File: config.mk
export PLATFORM = sky130hd
export DESIGN_NAME = id_ex_pipe_reg
export DESIGN_NICKNAME = d
export VERILOG_FILES = /design/src/rtl/id_ex_pipe_reg.sv
export SDC_FILE = /design/constraint.sdc
export NUM_CORES = 1
export LEC_CHECK = 0
export ABC_AREA = 0
export BUFFER_PORTS_ARGS = -buffer_cell sky130_fd_sc_hd__clkbuf_2
export CAP_MARGIN = 15
export CORE_MARGIN = 1.5
export CORE_UTILIZATION = 42
export CTS_CLUSTER_SIZE = 24
export DETAILED_ROUTE_END_ITERATION = 7
export GPL_ROUTABILITY_DRIVEN = 0
export GPL_TIMING_DRIVEN = 0
export HOLD_SLACK_MARGIN = 0.08
export PLACE_DENSITY_LB_ADDON = 0.2
export SLEW_MARGIN = 0
export SYNTH_ARGS = -nofsm -noshare
export SYNTH_HDL_FRONTEND = slang
export SYNTH_SLANG_ARGS = --single-unit
File: constraint.sdc
create_clock -name clk_i -period 3.6 [get_ports clk_i]
set_clock_uncertainty 0.05 [all_clocks]
set_input_delay 0.36 -clock clk_i [delete_from_list [all_inputs] [get_ports clk_i]]
set_output_delay 0.36 -clock clk_i [all_outputs]
set_load 0.02 [all_outputs]
File: src/rtl/id_ex_pipe_reg.sv
// ID/EX pipeline register for the pipelined MIPS datapath.
// Captures operands, register addresses and decoded control at the end of ID,
// and precomputes the branch target (PC+4 + imm<<2) for EX.
// Supports stall (hold), flush (bubble) and an optional load-use hazard
// detector enabled by defining ID_EX_HAZARD_DETECT_EN.
module id_ex_pipe_reg #(
  parameter int DATA_W  = 32,
  parameter int ADDR_W  = 5,
  parameter int ALUOP_W = 3
) (
  input  logic               clk_i,
  input  logic               rst_i,
  input  logic               stall_i,
  input  logic               flush_i,
  input  logic               valid_i,
  input  logic [DATA_W-1:0]  pc_plus4_i,
  input  logic [DATA_W-1:0]  rs_data_i,
  input  logic [DATA_W-1:0]  rt_data_i,
  input  logic [DATA_W-1:0]  sign_ext_i,
  input  logic [ADDR_W-1:0]  rs_addr_i,
  input  logic [ADDR_W-1:0]  rt_addr_i,
  input  logic [ADDR_W-1:0]  rd_addr_i,
  input  logic [5:0]         funct_i,
  input  logic               reg_write_i,
  input  logic               mem_to_reg_i,
  input  logic               mem_read_i,
  input  logic               mem_write_i,
  input  logic               branch_i,
  input  logic               alu_src_i,
  input  logic               reg_dst_i,
  input  logic [ALUOP_W-1:0] alu_op_i,
  output logic               valid_o,
  output logic [DATA_W-1:0]  pc_plus4_o,
  output logic [DATA_W-1:0]  rs_data_o,
  output logic [DATA_W-1:0]  rt_data_o,
  output logic [DATA_W-1:0]  sign_ext_o,
  output logic [DATA_W-1:0]  branch_target_o,
  output logic [ADDR_W-1:0]  rs_addr_o,
  output logic [ADDR_W-1:0]  rt_addr_o,
  output logic [ADDR_W-1:0]  rd_addr_o,
  output logic [5:0]         funct_o,
  output logic               reg_write_o,
  output logic               mem_to_reg_o,
  output logic               mem_read_o,
  output logic               mem_write_o,
  output logic               branch_o,
  output logic               alu_src_o,
  output logic               reg_dst_o,
  output logic [ALUOP_W-1:0] alu_op_o,
  output logic               stall_o
);

  logic              bubble;
  logic [DATA_W-1:0] branch_target;

`ifdef ID_EX_HAZARD_DETECT_EN
  logic hazard;

  // Load-use detection: EX holds a valid load whose destination feeds ID.
  always_comb begin
    hazard = valid_o & mem_read_o & (rt_addr_o != '0) & valid_i &
             ((rt_addr_o == rs_addr_i) | (rt_addr_o == rt_addr_i));
  end

  // Stall request goes upstream; an external hold outranks the internal bubble.
  always_comb begin
    stall_o = hazard;
    bubble  = flush_i | (hazard & ~stall_i);
  end
`else
  // Hazard detection compiled out: only an explicit flush makes a bubble.
  always_comb begin
    stall_o = 1'b0;
    bubble  = flush_i;
  end
`endif

  // Branch target wraps modulo 2^DATA_W.
  always_comb begin
    branch_target = pc_plus4_i + (sign_ext_i << 2);
  end

  // Data/address fields: load on normal load and on bubbles, hold on stall.
  always_ff @(posedge clk_i) begin
    if (rst_i) begin
      pc_plus4_o      <= '0;
      rs_data_o       <= '0;
      rt_data_o       <= '0;
      sign_ext_o      <= '0;
      branch_target_o <= '0;
      rs_addr_o       <= '0;
      rt_addr_o       <= '0;
      rd_addr_o       <= '0;
      funct_o         <= '0;
    end else if (bubble || !stall_i) begin
      pc_plus4_o      <= pc_plus4_i;
      rs_data_o       <= rs_data_i;
      rt_data_o       <= rt_data_i;
      sign_ext_o      <= sign_ext_i;
      branch_target_o <= branch_target;
      rs_addr_o       <= rs_addr_i;
      rt_addr_o       <= rt_addr_i;
      rd_addr_o       <= rd_addr_i;
      funct_o         <= funct_i;
    end
  end

  // Valid and control: cleared by bubbles, held on stall. Controls are also
  // gated by valid_i so an invalid slot can never carry a write enable.
  always_ff @(posedge clk_i) begin
    if (rst_i || bubble) begin
      valid_o      <= 1'b0;
      reg_write_o  <= 1'b0;
      mem_to_reg_o <= 1'b0;
      mem_read_o   <= 1'b0;
      mem_write_o  <= 1'b0;
      branch_o     <= 1'b0;
      alu_src_o    <= 1'b0;
      reg_dst_o    <= 1'b0;
      alu_op_o     <= '0;
    end else if (!stall_i) begin
      valid_o      <= valid_i;
      reg_write_o  <= reg_write_i  & valid_i;
      mem_to_reg_o <= mem_to_reg_i & valid_i;
      mem_read_o   <= mem_read_i   & valid_i;
      mem_write_o  <= mem_write_i  & valid_i;
      branch_o     <= branch_i     & valid_i;
      alu_src_o    <= alu_src_i    & valid_i;
      reg_dst_o    <= reg_dst_i    & valid_i;
      alu_op_o     <= valid_i ? alu_op_i : '0;
    end
  end

endmodule

Yosys cells after proc, flatten, opt, wreduce, memory -nomap -nowiden --
Index checks and enable logic that the tools add are counted.
Cells by class: reduce and logical (&&, ||, !) cells 3, $add $sub $neg 1, bitwise logic cells 7, muxes and demuxes 1
Operator list (number):
- 32-bit adder | 1
- 1-bit AND | 7
- 3-bit 2-to-1 mux | 1
- 1-bit logical OR | 2
- 1-bit logical NOT | 1
Word-level totals: logic and storage cells 30, output and inout bits 193, register bits 192

Depth between registers and ports, before layout --
depth after elaboration 2, gate-level depth with buffers 10, depth with buffers taken out 10

Worst setup path before layout --
Ideal clock, no wire load.
kind input to register, from input pc_plus4_i[2], to register branch_target_o[26], arrival 2.275 ns, path buffers 0, slack 1.187 ns, setup time 0.088 ns, cell stages on the path 10, data required time 3.462 ns, cells stage by stage ha_1 inv_1 fa_1 nand2b_1 a21oi_2 nor2_2 o21ai_2 a211oi_2 or3_1 a311oi_2
Between the ends: longest elaborated chain between the ends 1
Ends and longest elaborated chain:
- start: declaration | RTL line 16 | input logic [DATA_W-1:0] pc_plus4_i,
- 32-bit adder | RTL line 80 | branch_target = pc_plus4_i + (sign_ext_i << 2);
- end signal: assignment | RTL line 100 | branch_target_o <= branch_target;
- end: declaration | RTL line 37 | output logic [DATA_W-1:0] branch_target_o,
No other way between the ends. A chain may end at the register's enable or synchronous reset.

Final worst setup path --
Same ends and word-level chain as after synthesis.

==> metrics.yaml <==
area_of_the_die_um2: 20300
min_period_over_period_pct: 67.5
kind_of_cell_adding_the_most_delay_to_the_critical_path: "compound AO/OA/AOI/OAI gates"
ant_nets: 0
timing.fmax_mhz: 411
critical_path_class: "in -> reg"
slew_headroom_pct: 48.5
p_total_mw: 5.27
first_global_vias: 7838
wire_length_of_the_first_global_routing_pass_mm: 40.7
flow.area_growth_from_synthesis_pct: 32.5
drt_first_pass_iters: 7
worst_ir_drop_vdd_uv: 350
post-cts-setup-buffers: 0
cp-end-kind: "register"
status: "finished, final reports clean"
mappedNetlistNets: 1241
cts-buffers-inserted: 17
grt_busiest_layer: "met2"
cts_hold_buf: 0
cts_resized: 0
crit_slowest_cell: "sky130_fd_sc_hd__or3_1"
detailedPlacementHpwl_mm: 20.6
async_reset_ff_share_pct: 0
gr-usage-met2_pct: 43.2
reg2reg_from: "branch_target_o[29]"
cts_max_level: 4
ff2ff_setup_slack_ns: 2.72
worst_path_bufs_invs: 2
finalHoldViolations: 0
worstPathRequired_ns: 3.89
worstRegToRegCells: 3
cts.sinks: 190
yosysSeqAreaShare_pct: 46.5
final_cells: 1693
count_of_flip_flops_with_a_built_in_enable_after_synthesis: 0
dp.cells: 1661
vert_die_dim_um: 143
top_area_cell_type_share_of_the_netlist_area_pct: 46.5
tightestPinTransition_ns: 0.772
initial_core_util_pct: 43.3
maxCapViolCount: 0
p_per_area_nw_per_um2: 486
cts_buffer_depth: 2
synthesis.area_um2: 8180
clk_pin_slew_ns: 0.07
ioPinCount: 357
netlist_instances: 1047
grt.met3_usage_pct: 6.80
ys.flop_type: "sky130_fd_sc_hd__dfxtp_1"
synth-seq-cells: 190
totalNegativeSetupSlack_ns: 0
timing.final.max_slew_violations: 0
gr-total-overflow: 0
detail_route.wirelength_mm: 26.6
synth_top_area_cell: "sky130_fd_sc_hd__dfxtp_1"
rsz0062_at_grt: "no"
worstSkewPairLatency_ns: 0.43
worst_ep_arrival_time_ns: 2.72
final_layout_size_suffix_gt1_share_pct: 29.0
syn-mean-instance-area_um2: 7.81
fp-row-count: 50
maximum_number_of_pins_on_one_net_before_global_route_repair: 18
critical_path.max_fanout: 4
yosysUniqueCellTypes: 62
min_period_ns: 2.43
drcViolationCount: 0
final_net_count: 1614
clock_tree_from_tritoncts: "done"
synth_top_cells_by_count: "352 x sky130_fd_sc_hd__nand2_1, 193 x sky130_fd_sc_hd__a21oi_1, 190 x sky130_fd_sc_hd__dfxtp_1"
post-synth-top-count-cell: "sky130_fd_sc_hd__nand2_1"
groute.layer.met1.usage_pct: 32.2
antenna_found_initial: 0
vias: 8584
horizontal_die_dimension_um: 143
drt-wirelength-per-cell_um: 15.7
dr.first_iter.drc_count: 476
setup_viol_count_final: 0
synth.yosys.warnings: 0
min_path_type: "in -> reg"
floorplan.core_area_um2: 18900
p_leak_nw: 5.23
place.port_buffers: 354
clockRootBuffer: "sky130_fd_sc_hd__clkbuf_16"
worst_setup_path_start_kind: "primary input"
launching_instance_or_port_of_the_critical_path: "pc_plus4_i[2]"
rr_endpoint: "branch_target_o[29]"
grt_usage_pct: 25.6
synth_area_leaders: "sky130_fd_sc_hd__dfxtp_1 47%, sky130_fd_sc_hd__nand2_1 16%, sky130_fd_sc_hd__a21oi_1 12%, sky130_fd_sc_hd__ha_1 4.4%, sky130_fd_sc_hd__clkbuf_1 2.7%"
max_stage_delay_ns: 0.38
capturing_element_of_the_worst_setup_path: "branch_target_o[26]"
utilization_pct: 57.4
number_of_inserted_diodes: 0
worstSetupPathDepth: 11
crit_path_cell_trace: "clkbuf_2 > ha_1 > inv_1 > fa_1 > nand2b_1 > a21oi_2 > nor2_2 > o21ai_2 > a211oi_2 > or3_1 > a311oi_2"
routed_via_density: 5.07
[cell families (layout without fill, tap and decap cells)]
kind of cell / count (synthesis) / count (layout) / synth area share [%]
simple gates: 446 / 446 / 22.2
compound gates: 277 / 277 / 19.5
flops: 190 / 190 / 46.5
buf+inv: 82 / 468 / 4.73
fa+ha+maj: 30 / 30 / 4.68
xor+xnor: 19 / 19 / 2.03
mux: 2 / 2 / 0.245
other cells: 1 / 1 / 0.0458
[sequential cells by signal, summed over array words and instances, names as in the netlist]
register,count
reg_write_o,1
mem_write_o,1
pc_plus4_o,32
rt_addr_o,5
mem_to_reg_o,1
rd_addr_o,5
rt_data_o,32
valid_o,1
branch_target_o,30
branch_o,1
funct_o,6
mem_read_o,1
rs_addr_o,5
rs_data_o,32
alu_src_o,1
sign_ext_o,32
reg_dst_o,1
alu_op_o,3
[routing by layer]
layer | part of all wire (%) | wire (um) | vias up
li1 | - | - | 4277
met1 | 42 | 11100 | 3958
met2 | 49 | 12900 | 314
met3 | 7.6 | 2010 | 35
met4 | 2.0 | 539 | 0
met5 | 0 | 0 | -
[layout by cell type, fill, tap and decap left out, types with 3 or more instances in the layout]
cell,instances
sky130_fd_sc_hd__clkbuf_2,354
sky130_fd_sc_hd__nand2_1,352
sky130_fd_sc_hd__a21oi_1,193
sky130_fd_sc_hd__dfxtp_1,190
sky130_fd_sc_hd__clkbuf_1,61
sky130_fd_sc_hd__nor2_1,34
sky130_fd_sc_hd__ha_1,29
sky130_fd_sc_hd__clkbuf_16,17
sky130_fd_sc_hd__o21ai_1,16
sky130_fd_sc_hd__a21o_1,12
sky130_fd_sc_hd__a22oi_1,11
sky130_fd_sc_hd__xor2_1,11
sky130_fd_sc_hd__inv_1,10
sky130_fd_sc_hd__nand3_1,10
sky130_fd_sc_hd__nor3_1,10
sky130_fd_sc_hd__nand4_1,8
sky130_fd_sc_hd__xnor2_1,8
sky130_fd_sc_hd__nand2b_1,6
sky130_fd_sc_hd__buf_6,6
sky130_fd_sc_hd__or3_1,6
sky130_fd_sc_hd__o21ai_0,5
sky130_fd_sc_hd__o211ai_1,5
sky130_fd_sc_hd__a211oi_1,4
sky130_fd_sc_hd__a31oi_1,4
sky130_fd_sc_hd__a21oi_2,3
sky130_fd_sc_hd__o21bai_1,3
sky130_fd_sc_hd__buf_4,3
sky130_fd_sc_hd__clkinvlp_4,3
sky130_fd_sc_hd__inv_8,3
[cell type report]
| class | instances | area, um^2 |
|---|---|---|
| Clock buffer | 19 | 433 |
| Buffer | 72 | 349 |
| Timing Repair Buffer | 354 | 1770 |
| Clock inverter | 13 | 131 |
| Tap cell | 260 | 325 |
| Fill cell | 1860 | 8050 |
| Multi-Input combinational cell | 775 | 3990 |
| Inverter | 10 | 37.5 |
| Sequential cell | 190 | 3800 |
[worst min-delay path by stage]
stage / from / to / slack (ns) / depth (start not counted)
2_1_floorplan: funct_i[5] / funct_o[5] / 0.45 / 2
3_3_place_gp: branch_target_o[23] / branch_target_o[23] / 0.39 / 2
3_5_place_dp: rt_data_o[8] / rt_data_o[8] / 0.39 / 2
4_1_cts: rd_addr_i[2] / rd_addr_o[2] / 0.08 / 3
5_1_grt: rd_addr_i[2] / rd_addr_o[2] / 0.09 / 3
6_report: rs_addr_i[3] / rs_addr_o[3] / 0.10 / 3
[worst min-delay path, stage by stage]
cell and delay, ns:
sky130_fd_sc_hd__clkbuf_2 0.08, sky130_fd_sc_hd__nand2_1 0.04, sky130_fd_sc_hd__a21oi_1 0.05
[report_power, final]
group	internal, mW	leakage [nW]	switching (mW)
Clock	0.973	0.270	0.873
Sequential	2.25	1.57	0.0785
Combinational	0.395	3.38	0.701
Total	3.62	5.23	1.65
[through the flow]
stage | hold WS, ns | setup slack [ns] | cell area (um^2)
6_report | 0.101 | 1.17 | 10800
5_1_grt | 0.0865 | 1.09 | 10800
4_1_cts | 0.0850 | 1.23 | 10800
3_5_place_dp | 0.393 | 0.802 | 10300
3_3_place_gp | 0.387 | 0.812 | 10300
2_1_floorplan | 0.448 | 1.19 | 8180
No activity file was read; power rests on OpenSTA's default activity.
